===== config.mk =====
export PLATFORM = sky130hd
export DESIGN_NAME = world_clock_multi
export DESIGN_NICKNAME = d
export VERILOG_FILES = /design/src/rtl/world_clock_multi.sv
export SDC_FILE = /design/constraint.sdc
export NUM_CORES = 1
export LEC_CHECK = 0
export ABC_CLOCK_PERIOD_IN_PS = 16680
export BUFFER_PORTS_ARGS = -buffer_cell sky130_fd_sc_hd__buf_2
export CAP_MARGIN = 5
export CORE_MARGIN = 5
export CORE_UTILIZATION = 42
export CTS_CLUSTER_SIZE = 24
export DETAILED_ROUTE_END_ITERATION = 8
export PLACE_DENSITY = 0.55
export SYNTH_ARGS = -nofsm -noshare
export SYNTH_HDL_FRONTEND = slang
export SYNTH_SLANG_ARGS = --single-unit

===== constraint.sdc =====
create_clock -name clk -period 16.68 [get_ports clk]
set_input_delay 2.502 -clock clk [delete_from_list [all_inputs] [get_ports clk]]
set_output_delay 2.502 -clock clk [all_outputs]
set_load 0.005 [all_outputs]

===== src/rtl/world_clock_multi.sv =====
// Multi-zone world clock: free-running UTC base time, signed per-zone minute offsets,
// push-button adjust, auto-scroll and a registered display of the selected zone.
module world_clock_multi #(
  parameter int NUM_ZONES   = 4,
  parameter int TICK_DIV    = 12000000,
  parameter int SCROLL_SECS = 5
) (
  input  logic                         clk,
  input  logic                         reset,
  input  logic                         zone_next,
  input  logic                         hour_inc,
  input  logic                         min_inc,
  input  logic                         scroll_en,
  output logic [$clog2(NUM_ZONES)-1:0] disp_zone,
  output logic [4:0]                   disp_hours,
  output logic [5:0]                   disp_minutes,
  output logic [5:0]                   disp_seconds,
  output logic [1:0]                   disp_day,
  output logic                         tick_1hz,
  output logic                         hour_tick,
  output logic                         day_tick
);

  localparam int ZW = $clog2(NUM_ZONES);
  localparam int PW = (TICK_DIV > 1) ? $clog2(TICK_DIV) : 1;
  localparam int SW = $clog2(SCROLL_SECS + 1);
  localparam logic [PW-1:0] PRESC_MAX  = PW'(TICK_DIV - 1);
  localparam logic [SW-1:0] SCROLL_MAX = SW'(SCROLL_SECS - 1);
  localparam logic [ZW-1:0] ZONE_MAX   = ZW'(NUM_ZONES - 1);

  function automatic logic [10:0] wrap_mod(input logic [11:0] m);
    if (m >= 12'd1440) return 11'(m - 12'd1440);
    else return 11'(m);
  endfunction

  function automatic logic signed [11:0] wrap_off(input logic signed [11:0] o);
    if (o > 12'sd840) return o - 12'sd1560;
    else return o;
  endfunction

  logic [PW-1:0]      presc_q, presc_d;
  logic [5:0]         sec_q, sec_d;
  logic [10:0]        mod_q, mod_d;
  logic signed [11:0] off_q [NUM_ZONES];
  logic signed [11:0] off_d [NUM_ZONES];
  logic [ZW-1:0]      sel_q, sel_d;
  logic [SW-1:0]      scr_q, scr_d;
  logic [2:0]         btn_prev_q, btn_prev_d;
  logic               tick_1hz_q, tick_1hz_d;
  logic               hour_tick_q, hour_tick_d;
  logic               day_tick_q, day_tick_d;
  logic [ZW-1:0]      disp_zone_q, disp_zone_d;
  logic [4:0]         disp_hours_q, disp_hours_d;
  logic [5:0]         disp_minutes_q, disp_minutes_d;
  logic [5:0]         disp_seconds_q, disp_seconds_d;
  logic [1:0]         disp_day_q, disp_day_d;

  logic               tick, zn_act, hi_act, mi_act, base_adj, scroll_adv;
  logic [11:0]        mod_sum;
  logic signed [11:0] off_sel, off_delta;
  logic signed [12:0] t_raw, t_adj;
  logic [10:0]        t_min;

  // Next-state: prescaler, base time, offsets, zone select
  always_comb begin
    btn_prev_d = {zone_next, hour_inc, min_inc};
    zn_act     = zone_next & ~btn_prev_q[2];
    hi_act     = hour_inc  & ~btn_prev_q[1];
    mi_act     = min_inc   & ~btn_prev_q[0];
    tick       = (presc_q == PRESC_MAX);
    presc_d    = tick ? '0 : presc_q + PW'(1);
    tick_1hz_d = tick;
    base_adj   = (sel_q == '0) && (hi_act || mi_act);

    sec_d       = sec_q;
    mod_d       = mod_q;
    hour_tick_d = 1'b0;
    day_tick_d  = 1'b0;
    mod_sum     = {1'b0, mod_q} + (hi_act ? 12'd60 : 12'd0) + (mi_act ? 12'd1 : 12'd0);
    // A manual base adjust swallows the coincident tick's increment.
    if (base_adj) begin
      mod_d = wrap_mod(mod_sum);
      if (mi_act) sec_d = '0;
    end else if (tick) begin
      if (sec_q == 6'd59) begin
        sec_d       = '0;
        mod_d       = wrap_mod({1'b0, mod_q} + 12'd1);
        hour_tick_d = ((mod_q % 11'd60) == 11'd59);
        day_tick_d  = (mod_q == 11'd1439);
      end else begin
        sec_d = sec_q + 6'd1;
      end
    end

    off_d     = off_q;
    off_sel   = off_q[sel_q];
    off_delta = (hi_act ? 12'sd60 : 12'sd0) + (mi_act ? 12'sd15 : 12'sd0);
    if ((sel_q != '0) && (hi_act || mi_act)) off_d[sel_q] = wrap_off(off_sel + off_delta);
    off_d[0] = '0;

    scr_d      = scr_q;
    scroll_adv = 1'b0;
    if (!scroll_en) begin
      scr_d = '0;
    end else if (tick) begin
      if (scr_q == SCROLL_MAX) begin
        scr_d      = '0;
        scroll_adv = 1'b1;
      end else begin
        scr_d = scr_q + SW'(1);
      end
    end

    sel_d = sel_q;
    if (zn_act || scroll_adv) sel_d = (sel_q == ZONE_MAX) ? '0 : sel_q + ZW'(1);
  end

  // Display: selected zone time folded into one day, with day-relative flag
  always_comb begin
    t_raw      = $signed({2'b00, mod_q}) + $signed({off_sel[11], off_sel});
    t_adj      = t_raw;
    disp_day_d = 2'b00;
    if (t_raw < 13'sd0) begin
      t_adj      = t_raw + 13'sd1440;
      disp_day_d = 2'b11;
    end else if (t_raw >= 13'sd1440) begin
      t_adj      = t_raw - 13'sd1440;
      disp_day_d = 2'b01;
    end
    t_min          = 11'(t_adj);
    disp_hours_d   = 5'(t_min / 11'd60);
    disp_minutes_d = 6'(t_min % 11'd60);
    disp_seconds_d = sec_q;
    disp_zone_d    = sel_q;
  end

  always_ff @(posedge clk) begin
    btn_prev_q <= btn_prev_d;
    if (reset) begin
      presc_q        <= '0;
      sec_q          <= '0;
      mod_q          <= '0;
      sel_q          <= '0;
      scr_q          <= '0;
      tick_1hz_q     <= 1'b0;
      hour_tick_q    <= 1'b0;
      day_tick_q     <= 1'b0;
      disp_zone_q    <= '0;
      disp_hours_q   <= '0;
      disp_minutes_q <= '0;
      disp_seconds_q <= '0;
      disp_day_q     <= '0;
      for (int k = 0; k < NUM_ZONES; k++) off_q[k] <= '0;
    end else begin
      presc_q        <= presc_d;
      sec_q          <= sec_d;
      mod_q          <= mod_d;
      sel_q          <= sel_d;
      scr_q          <= scr_d;
      tick_1hz_q     <= tick_1hz_d;
      hour_tick_q    <= hour_tick_d;
      day_tick_q     <= day_tick_d;
      disp_zone_q    <= disp_zone_d;
      disp_hours_q   <= disp_hours_d;
      disp_minutes_q <= disp_minutes_d;
      disp_seconds_q <= disp_seconds_d;
      disp_day_q     <= disp_day_d;
      for (int k = 0; k < NUM_ZONES; k++) off_q[k] <= off_d[k];
    end
  end

  assign disp_zone    = disp_zone_q;
  assign disp_hours   = disp_hours_q;
  assign disp_minutes = disp_minutes_q;
  assign disp_seconds = disp_seconds_q;
  assign disp_day     = disp_day_q;
  assign tick_1hz     = tick_1hz_q;
  assign hour_tick    = hour_tick_q;
  assign day_tick     = day_tick_q;

endmodule


# [After elaboration in Yosys (flattened, before gate mapping)]
# Index checks and enable logic that the tools add are counted.
[word_totals] in_bits=6 output_inout_bits=24 regBits=121 word_cells=103
[classes] n_eq_ne=7 magnitude_cmp=7 addsub=15 div=3 bitwise=10 reduce_logical=14 muxes=29
[op_table] operator="11-bit 2-to-1 mux" count=7
[op_table] operator="12-bit 2-to-1 mux" count=5
[op_table] operator="48-bit bitwise mux" count=1
[op_table] operator="11-bit subtractor (second input constant)" count=3
[op_table] operator="6-bit 2-to-1 mux" count=5
[op_table] operator="24-bit by 1-bit adder with 24-bit output (second input constant)" count=1
[op_table] operator="12-bit binary-select mux with 2-bit select" count=1
[op_table] operator="12-bit demux with 2-bit select" count=1
[op_table] operator="24-bit equality test (second input constant)" count=1
[op_table] operator="12-bit by 11-bit greater-or-equal comparator with 1-bit output (second input constant)" count=2
[op_table] operator="11-bit by 6-bit remainder unit with 11-bit output (second input constant)" count=2
[op_table] operator="12-bit by 12-bit adder with 13-bit output" count=1
[op_table] operator="13-bit by 12-bit greater-or-equal comparator with 1-bit output (second input constant)" count=1
[op_table] operator="13-bit by 1-bit less-than comparator with 1-bit output (second input constant)" count=1
[op_table] operator="11-bit by 1-bit adder with 12-bit output (second input constant)" count=1
[op_table] operator="11-bit by 12-bit adder with 12-bit output" count=1
[op_table] operator="12-bit by 1-bit adder with 12-bit output" count=1
[op_table] operator="12-bit by 8-bit adder with 12-bit output" count=1
[op_table] operator="12-bit by 11-bit greater-than comparator with 1-bit output (second input constant)" count=1
[op_table] operator="12-bit subtractor (second input constant)" count=1
[op_table] operator="11-bit adder (second input constant)" count=1
[op_table] operator="11-bit by 6-bit divider with 11-bit output (second input constant)" count=1
[op_table] operator="11-bit equality test (second input constant)" count=1
[op_table] operator="11-bit by 6-bit equality test with 1-bit output (second input constant)" count=1
[op_table] operator="24 further kinds" count=43

# [Longest topological paths before layout]
# Gate-level depths: netlist of run 1.
[depth] word_depth=9 depth_mapped=25

# [Least setup slack after synthesis of run 1]
# Ideal clock, no wire load.
[synth_timing] kind="register to register" startpoint="register sel_q[0] (netlist: disp_zone_d[0])" endpoint="register disp_minutes_q[5] (netlist: disp_minutes[5])" t_required_ns=16.620 setup_time_ns=0.060 setup_slack_ns=10.691 t_arrival_ns=5.929 path_buffers=3 stages_incl_launch_ff=24 cell_sequence="dfxtp_1 buf_2 buf_1 mux2_2 a22oi_1 inv_1 fa_1 a21o_1 a221o_1 o22a_1 buf_2 inv_1 ha_1 o21ai_0 o221a_4 or4_4 a221oi_2 o2111ai_1 o211a_2 a211o_1 a32o_2 and2_4 a2111oi_0 and3_1"
[synth_between] elab_chain_cells=9 word_cells_on_any_way=12
[synth_rtl] element="start, declared" line_no="46" rtl="logic [ZW-1:0] sel_q, sel_d;"
[synth_rtl] element="start signal, assigned" line_no="158" rtl="sel_q <= sel_d;"
[synth_rtl] element="2-bit inverter with 3-bit output (implied by the code) *" line_no="96" rtl="off_sel = off_q[sel_q];"
[synth_rtl] element="12-bit binary-select mux with 2-bit select *" line_no="96"
[synth_rtl] element="12-bit 2-to-1 mux (implied by the code) * (2 in a row)" line_no="96"
[synth_rtl] element="12-bit by 12-bit adder with 13-bit output *" line_no="120" rtl="t_raw = $signed({2'b00, mod_q}) + $signed({off_sel[11], off_sel});"
[synth_rtl] element="11-bit subtractor / 13-bit by 12-bit greater-or-equal comparator with 1-bit output (equally long branches)" line_no="127, 126"
[synth_rtl] element="11-bit 2-to-1 mux" line_no="126" rtl="end else if (t_raw >= 13'sd1440) begin"
[synth_rtl] element="11-bit 2-to-1 mux *" line_no="123" rtl="if (t_raw < 13'sd0) begin"
[synth_rtl] element="11-bit by 6-bit remainder unit with 11-bit output *" line_no="132" rtl="disp_minutes_d = 6'(t_min % 11'd60);"
[synth_rtl] element="end signal, assigned" line_no="165" rtl="disp_minutes_q <= disp_minutes_d;"
[synth_rtl] element="end, declared" line_no="54" rtl="logic [5:0] disp_minutes_q, disp_minutes_d;"
# Every way passes the cells marked *; elsewhere a longest branch is shown, timed or not. The select of a mux whose other input is x is not followed.
# A chain may end at the register's enable or synchronous reset.

# [Worst setup path after layout of run 1]
# Ends and elaborated chain as after synthesis.

==> results_dict.tcl, run 1 <==
set metrics [dict create \
    drt_iter0_drc 338 \
    ys.flop_type "dfxtp_1" \
    clk_latency_ns 0.37 \
    clk_path_buf_depth 2 \
    fin_crit_ns 7.06 \
    grt_pass1_wl_um 31400 \
    cp.required_ns 16.99 \
    cp-start-kind "flip-flop" \
    start_util 0.430 \
    cts-resized-gates 0 \
    period_share 0.423 \
    core-area_um2 18100 \
    status "finished clean" \
    clockRootBuffer "clkbuf_16" \
    yosysSeqAreaShare 0.279 \
    finalWeightedCongestion 0.843 \
    irDropWorstVdd_mv 0.0489 \
    worstMarginPinSlew_ns 1.12 \
    yosys_warnings 0 \
    fillCellCount 1847 \
    yosys.cell_types.count 97 \
    min-delay-start "presc_q[0]" \
    skew_ns 0.0114 \
    io_pins 30 \
    post_cts_buffers 0 \
    setup_viol 0 \
    firstDrtPassIters 5 \
    place_area_um2 8060 \
    slew_headroom 0.248 \
    antenna_left 0 \
    drc 0 \
    powerDensity_nw_per_um2 74.1 \
    grt_use_total 0.175 \
    die-area_um2 21400 \
    synth_top_area_frac 0.279 \
    hold_viol_final 0 \
    syn-instance-count 983 \
    rows 49 \
    num-nets-final 1027 \
    path_max_fanout 21 \
    clk_pin_slew_ns 0.07 \
    leakage_uw 0.00312 \
    vias 6680 \
    drv_cap 0 \
    synth_edf_count 0 \
    die_y_um 146 \
    detail_route.vias_per_cell 5.52 \
    grt_pass1_vias 6134 \
    met1_usage 0.260 \
    hold_path_end "presc_q[0]" \
    die_width_um 146 \
    syn-cell-area_um2 7810 \
    rsz0062_at_grt "no" \
    setup_tns_ns 0 \
    final_area_um2 8360 \
    path_cells "inv_1 > nor2_1 > a22oi_1 > inv_1 > ha_1 > a211oi_4 > o21ai_2 > xor2_1 > inv_2 > ha_1 > o31ai_2 > nor3_1 > o311ai_4 > a21o_1 > a211oi_1 > o211a_2 > a211o_1 > a32o_2 > and2_4 > a2111oi_0 > and3_1" \
    synth_most_common_cell "nor2_1" \
    io_buffers 29 \
    antenna_found_initial 0 \
    reg2reg_from "disp_zone_d[0]" \
    crit_slowest_cell "dfxtp_1" \
    reg2reg_to "disp_minutes[5]" \
    arrival_ns 7.36 \
    grt.met3_usage 0.0335 \
    fin_util 0.461 \
    drive_above_1_share 0.0855 \
    htree_levels 3 \
    area.growth.synth_to_final_pct 7.07 \
    drt-wirelength-per-cell_um 15.6 \
    critPathKind "flip-flop to flip-flop" \
    max_freq_ghz 0.142 \
    gr-total-overflow 0 \
    hpwl_um 13900 \
    synth_common_cells "135 x nor2_1, 109 x dfxtp_1, 75 x nand2_1" \
    hold_buffers 0 \
    critPathCaptureType "flip-flop" \
    cts_buffers 9 \
    hold_path_class "flip-flop to flip-flop" \
    wl_um 18800 \
    synth_area_leaders "dfxtp_1 28%, ha_1 6.7%, nor2_1 6.5%" \
    antenna_cells 0 \
    cts_tree "done" \
    syn-num-nets 1033 \
    numClockSinks 109 \
    slowest_delay_ns 1.03 \
    use_met2 0.267 \
    postSynthAreaPerCell_um2 7.94 \
    worstHoldPathCells 1 \
    yosys.area.top_type "dfxtp_1" \
    ff2ff_path_depth 21 \
    grt_max_degree 73 \
    maxSlewViolCount 0 \
    ys_ff_latch 109 \
    worstSetupStartpoint "disp_zone_d[0]" \
    synthArstFlopShare 0 \
    busiest_layer "met2" \
    rrSetupSlack_ns 9.62 \
]
## cell type report
class	instances	area [µm²]	area share
clock buffers	10	239	0.0286
clock inverters	6	63.8	0.00763
inverters	38	143	0.0171
multi-input cells	787	5280	0.631
flip-flops and latches	109	2180	0.261
well taps	229	287	0.0343
repair buffers	32	168	0.0201
## per-layer routing
metal | share of wire | vias up | routed length (µm)
li1 | - | 3508 | -
met1 | 0.53 | 3039 | 9980
met2 | 0.43 | 120 | 8010
met3 | 0.036 | 13 | 681
met4 | 0.0086 | 0 | 162
met5 | 0 | - | 0
## worst max path at each step
stage	cells past startpoint	slack, ns	end
finish	21	9.62	disp_minutes[5]
global route	21	9.07	disp_minutes[5]
CTS	21	9.63	disp_minutes[5]
detailed placement	21	9.66	disp_minutes[5]
global placement	21	9.82	disp_minutes[5]
floorplan	23	10.69	disp_minutes[5]
## report_power, final
part	internal, µW	total (µW)	switching, µW
Combinational	47.5	120	72.2
Clock	110	217	108
Sequential	267	282	14.7
## state kept, by name, summed over array words and instances (netlist names), 2 cells and up
name / flops
off_q: 36
presc_q: 24
mod_q: 11
disp_minutes: 6
disp_seconds: 6
disp_seconds_d: 6
disp_hours: 5
btn_prev_q: 3
scr_q: 3
disp_day: 2
disp_zone: 2
disp_zone_d: 2
## cells by family after synthesis
group                      count (synthesis)  share of synthesized area
buffers and inverters                     87                     0.0446
DFF                                      109                      0.279
AOI/OAI and AO/OA                        253                      0.234
xor gates and xnor gates                  84                     0.0942
and+or+nand+nor                          369                      0.225
muxes                                     36                     0.0489
adders and majority gates                 45                     0.0737
## critical path: cells and delay by family, from the launching register on
family / cells / cell delay, ns
AOI/OAI and AO/OA: 11 / 2.98
xor gates and xnor gates: 1 / 0.90
and+or+nand+nor: 4 / 0.97
buffers and inverters: 3 / 0.54
adders and majority gates: 2 / 0.59
DFF: 1 / 1.03
## through the flow
stage	hold slack (ns)	total power (µW)	cells	setup WS, ns
after global placement	0.445	408	1195	9.82
final	0.461	619	1211	9.62
after detailed placement	0.446	407	1195	9.66
after global routing	0.520	654	1211	9.07
after floorplan	0.430	379	983	10.69
after CTS	0.465	629	1211	9.63
## cells in the final DEF, fill, tap and decap left out, types with 8 or more instances in the layout
cell / synthesis / layout
or3_1: 10 / 10
o31ai_1: 10 / 10
o21ai_0: 41 / 41
nor4_1: 9 / 9
nor2_1: 135 / 135
xor2_1: 30 / 30
nor3_1: 18 / 18
a211oi_1: 43 / 43
nand2_1: 75 / 75
o211ai_1: 8 / 8
dfxtp_1: 109 / 109
nand2b_1: 10 / 10
and3_1: 9 / 9
clkbuf_16: 0 / 9
xnor2_1: 54 / 54
and2_1: 12 / 12
buf_2: 7 / 29
nand4_1: 10 / 10
ha_1: 42 / 42
a21o_1: 10 / 10
nand3_1: 39 / 39
mux2i_1: 31 / 31
a21oi_1: 60 / 60
nor2b_1: 15 / 15
inv_1: 36 / 36
(Power assumes the default switching activity.)
==> inputs of run 2 (changes only) <==
--- a/config.mk
+++ b/config.mk
@@ -5,14 +5,14 @@
 export SDC_FILE = /design/constraint.sdc
 export NUM_CORES = 1
 export LEC_CHECK = 0
-export ABC_CLOCK_PERIOD_IN_PS = 16680
+export ABC_CLOCK_PERIOD_IN_PS = 6250
 export BUFFER_PORTS_ARGS = -buffer_cell sky130_fd_sc_hd__buf_2
 export CAP_MARGIN = 5
 export CORE_MARGIN = 5
 export CORE_UTILIZATION = 42
 export CTS_CLUSTER_SIZE = 24
 export DETAILED_ROUTE_END_ITERATION = 8
-export PLACE_DENSITY = 0.55
+export PLACE_DENSITY = 0.57
 export SYNTH_ARGS = -nofsm -noshare
 export SYNTH_HDL_FRONTEND = slang
 export SYNTH_SLANG_ARGS = --single-unit
==> constraint.sdc (replaced) <==
create_clock -name clk -period 6.25 [get_ports clk]
set_input_delay 0.9375 -clock clk [delete_from_list [all_inputs] [get_ports clk]]
set_output_delay 0.9375 -clock clk [all_outputs]
set_load 0.005 [all_outputs]
==> run 2 against run 1 <==
Cell count increased by 1.8%. Largest power group unchanged. Count of clock-buffer cells in the layout down 1. Global-route usage grew 0.13 points. Sequential power rose to 2.6 times the previous value. Critical endpoint unchanged. Total power rose to 2.7 times the previous value. Clock power grew to 2.7 times the previous value. Routed wire length rose by 3.1%. Combinational power rose to 3.0 times the previous value. Design area increased by 2.5%.
==> results_dict.tcl, run 2 (synthesized netlist as in run 1, its figures left out) <==
set metrics [dict create \
    die-area_um2 21400 \
    max_freq_ghz 0.172 \
    grt_pass1_wl_um 31700 \
    largest_register "off_q" \
    multi_input_area_um2 5320 \
    maxSlewViolCount 0 \
    hold_viol_final 0 \
    largest_register_ffs 36 \
    drive_above_1_share 0.112 \
    cts_buffers 9 \
    antenna_left 0 \
    grt_pass1_vias 6242 \
    core-area_um2 18100 \
    drt-wirelength-per-cell_um 15.7 \
    antenna_cells 0 \
    io_buffers 29 \
    rows 49 \
    mostFrequentLayoutCell "nor2_1" \
    hold_path_class "flip-flop to flip-flop" \
    clk_latency_ns 0.35 \
    finalWeightedCongestion 0.844 \
    clk_path_buf_depth 2 \
    layout.area.seq_um2 2180 \
    path_cells "buf_4 > inv_1 > nor2_1 > buf_4 > nand2_1 > o21ai_0 > ha_1 > and3_1 > a221o_1 > o22a_1 > inv_1 > ha_2 > o21ai_0 > o221a_4 > o31a_1 > mux2_2 > nor3_1 > a21oi_1 > a211o_1 > a221o_1 > a41oi_2 > nand3_1 > and3_1" \
    num-nets-final 1049 \
    htree_levels 3 \
    vias 6910 \
    powerDensity_nw_per_um2 197 \
    antenna_found_initial 0 \
    critPathCaptureType "flip-flop" \
    crit_slowest_cell "ha_1" \
    cp.required_ns 6.49 \
    slew_headroom 0.397 \
    drc 0 \
    skew_ns 0.00702 \
    critPathKind "flip-flop to flip-flop" \
    irDropWorstVdd_mv 0.108 \
    slowest_delay_ns 0.41 \
    gr-total-overflow 0 \
    fillCellCount 1809 \
    clockRootBuffer "clkbuf_16" \
    wl_um 19400 \
    leakage_uw 0.00323 \
    die_width_um 146 \
    detail_route.vias_per_cell 5.60 \
    path_max_fanout 12 \
    grt_use_total 0.177 \
    period_share 0.932 \
    numClockSinks 109 \
    worstMarginPinSlew_ns 0.905 \
    firstDrtPassIters 4 \
    cp-start-kind "flip-flop" \
    layout_common_cells "135 x nor2_1, 109 x dfxtp_1, 75 x nand2_1, 60 x a21oi_1, 54 x xnor2_1" \
    area.growth.synth_to_final_pct 9.79 \
    die_y_um 146 \
    rsz0062_at_grt "no" \
    cts_tree "done" \
    fin_crit_ns 5.83 \
    drt_iter0_drc 412 \
    setup_tns_ns 0 \
    hpwl_um 14500 \
    place_area_um2 8180 \
    io_pins 30 \
    status "finished clean" \
    hold_buffers 0 \
    clk_pin_slew_ns 0.07 \
    reg.largest.list "off_q: 36 flops, presc_q: 24 flops, mod_q: 11 flops" \
    final_area_um2 8570 \
    grt_max_degree 73 \
    start_util 0.430 \
    arrival_ns 6.07 \
    drv_cap 0 \
    setup_viol 0 \
]
run 2: final cells by class:
cell class,count,area share
Clock inverter,7,0.00978
Tap cell,229,0.0334
Inverter,38,0.0166
Timing Repair Buffer,54,0.0388
Sequential cell,109,0.255
Clock buffer,9,0.0263
Multi-Input combinational cell,787,0.620
run 2: worst paths after layout:
kind | from | to | slack, ns | depth (start not counted)
worst max register to register | disp_zone_d[0] | disp_minutes[5] | 0.42 | 23
worst max-delay path | disp_zone_d[0] | disp_minutes[5] | 0.42 | 23
worst min register to register | presc_q[0] | presc_q[0] | 0.46 | 1
worst min-delay path | presc_q[0] | presc_q[0] | 0.46 | 1
run 2: where the power goes:
part | total [µW] | internal (µW) | switching [µW]
clock | 593 | 317 | 276
combinational | 359 | 142 | 217
sequential | 737 | 714 | 23.3
run 2: critical path: cells and delay by family, from the launching register on:
| family | cells | cell delay, ns |
|---|---|---|
| adder cells (fa/ha/maj) | 2 | 0.66 |
| AO/OA/AOI/OAI | 10 | 2.58 |
| multiplexers | 1 | 0.34 |
| flip-flops | 1 | 0.37 |
| AND/OR/NAND/NOR | 6 | 1.10 |
| buffers and inverters | 4 | 0.64 |
run 2: repair_timing:
item | 4_1_cts | 5_1_grt
setup endpoints to repair | 0 | 5
buffers inserted | 0 | 6
gates resized for setup | 0 | 10
run 2: metrics by stage:
step / std cells / hold slack (ns) / utilization / setup WS (ns) / total power [µW]
detailed placement: 1211 / 0.455 / 0.451 / 0.333 / 1100
finish: 1233 / 0.463 / 0.472 / 0.423 / 1690
floorplan: 983 / 0.430 / - / 0.261 / 1010
global route: 1233 / 0.490 / 0.472 / 0.0114 / 1770
CTS: 1227 / 0.472 / 0.468 / 0.321 / 1690
global placement: 1211 / 0.444 / 0.451 / 0.510 / 1100
run 2: layer usage:
| layer | wire, µm | up-vias | global-route usage |
|---|---|---|---|
| met5 | 0 | - | 0 |
| met4 | 291 | 0 | 0.0442 |
| met3 | 752 | 19 | 0.0282 |
| met2 | 8340 | 136 | 0.265 |
| met1 | 10000 | 3191 | 0.263 |
| li1 | - | 3564 | - |
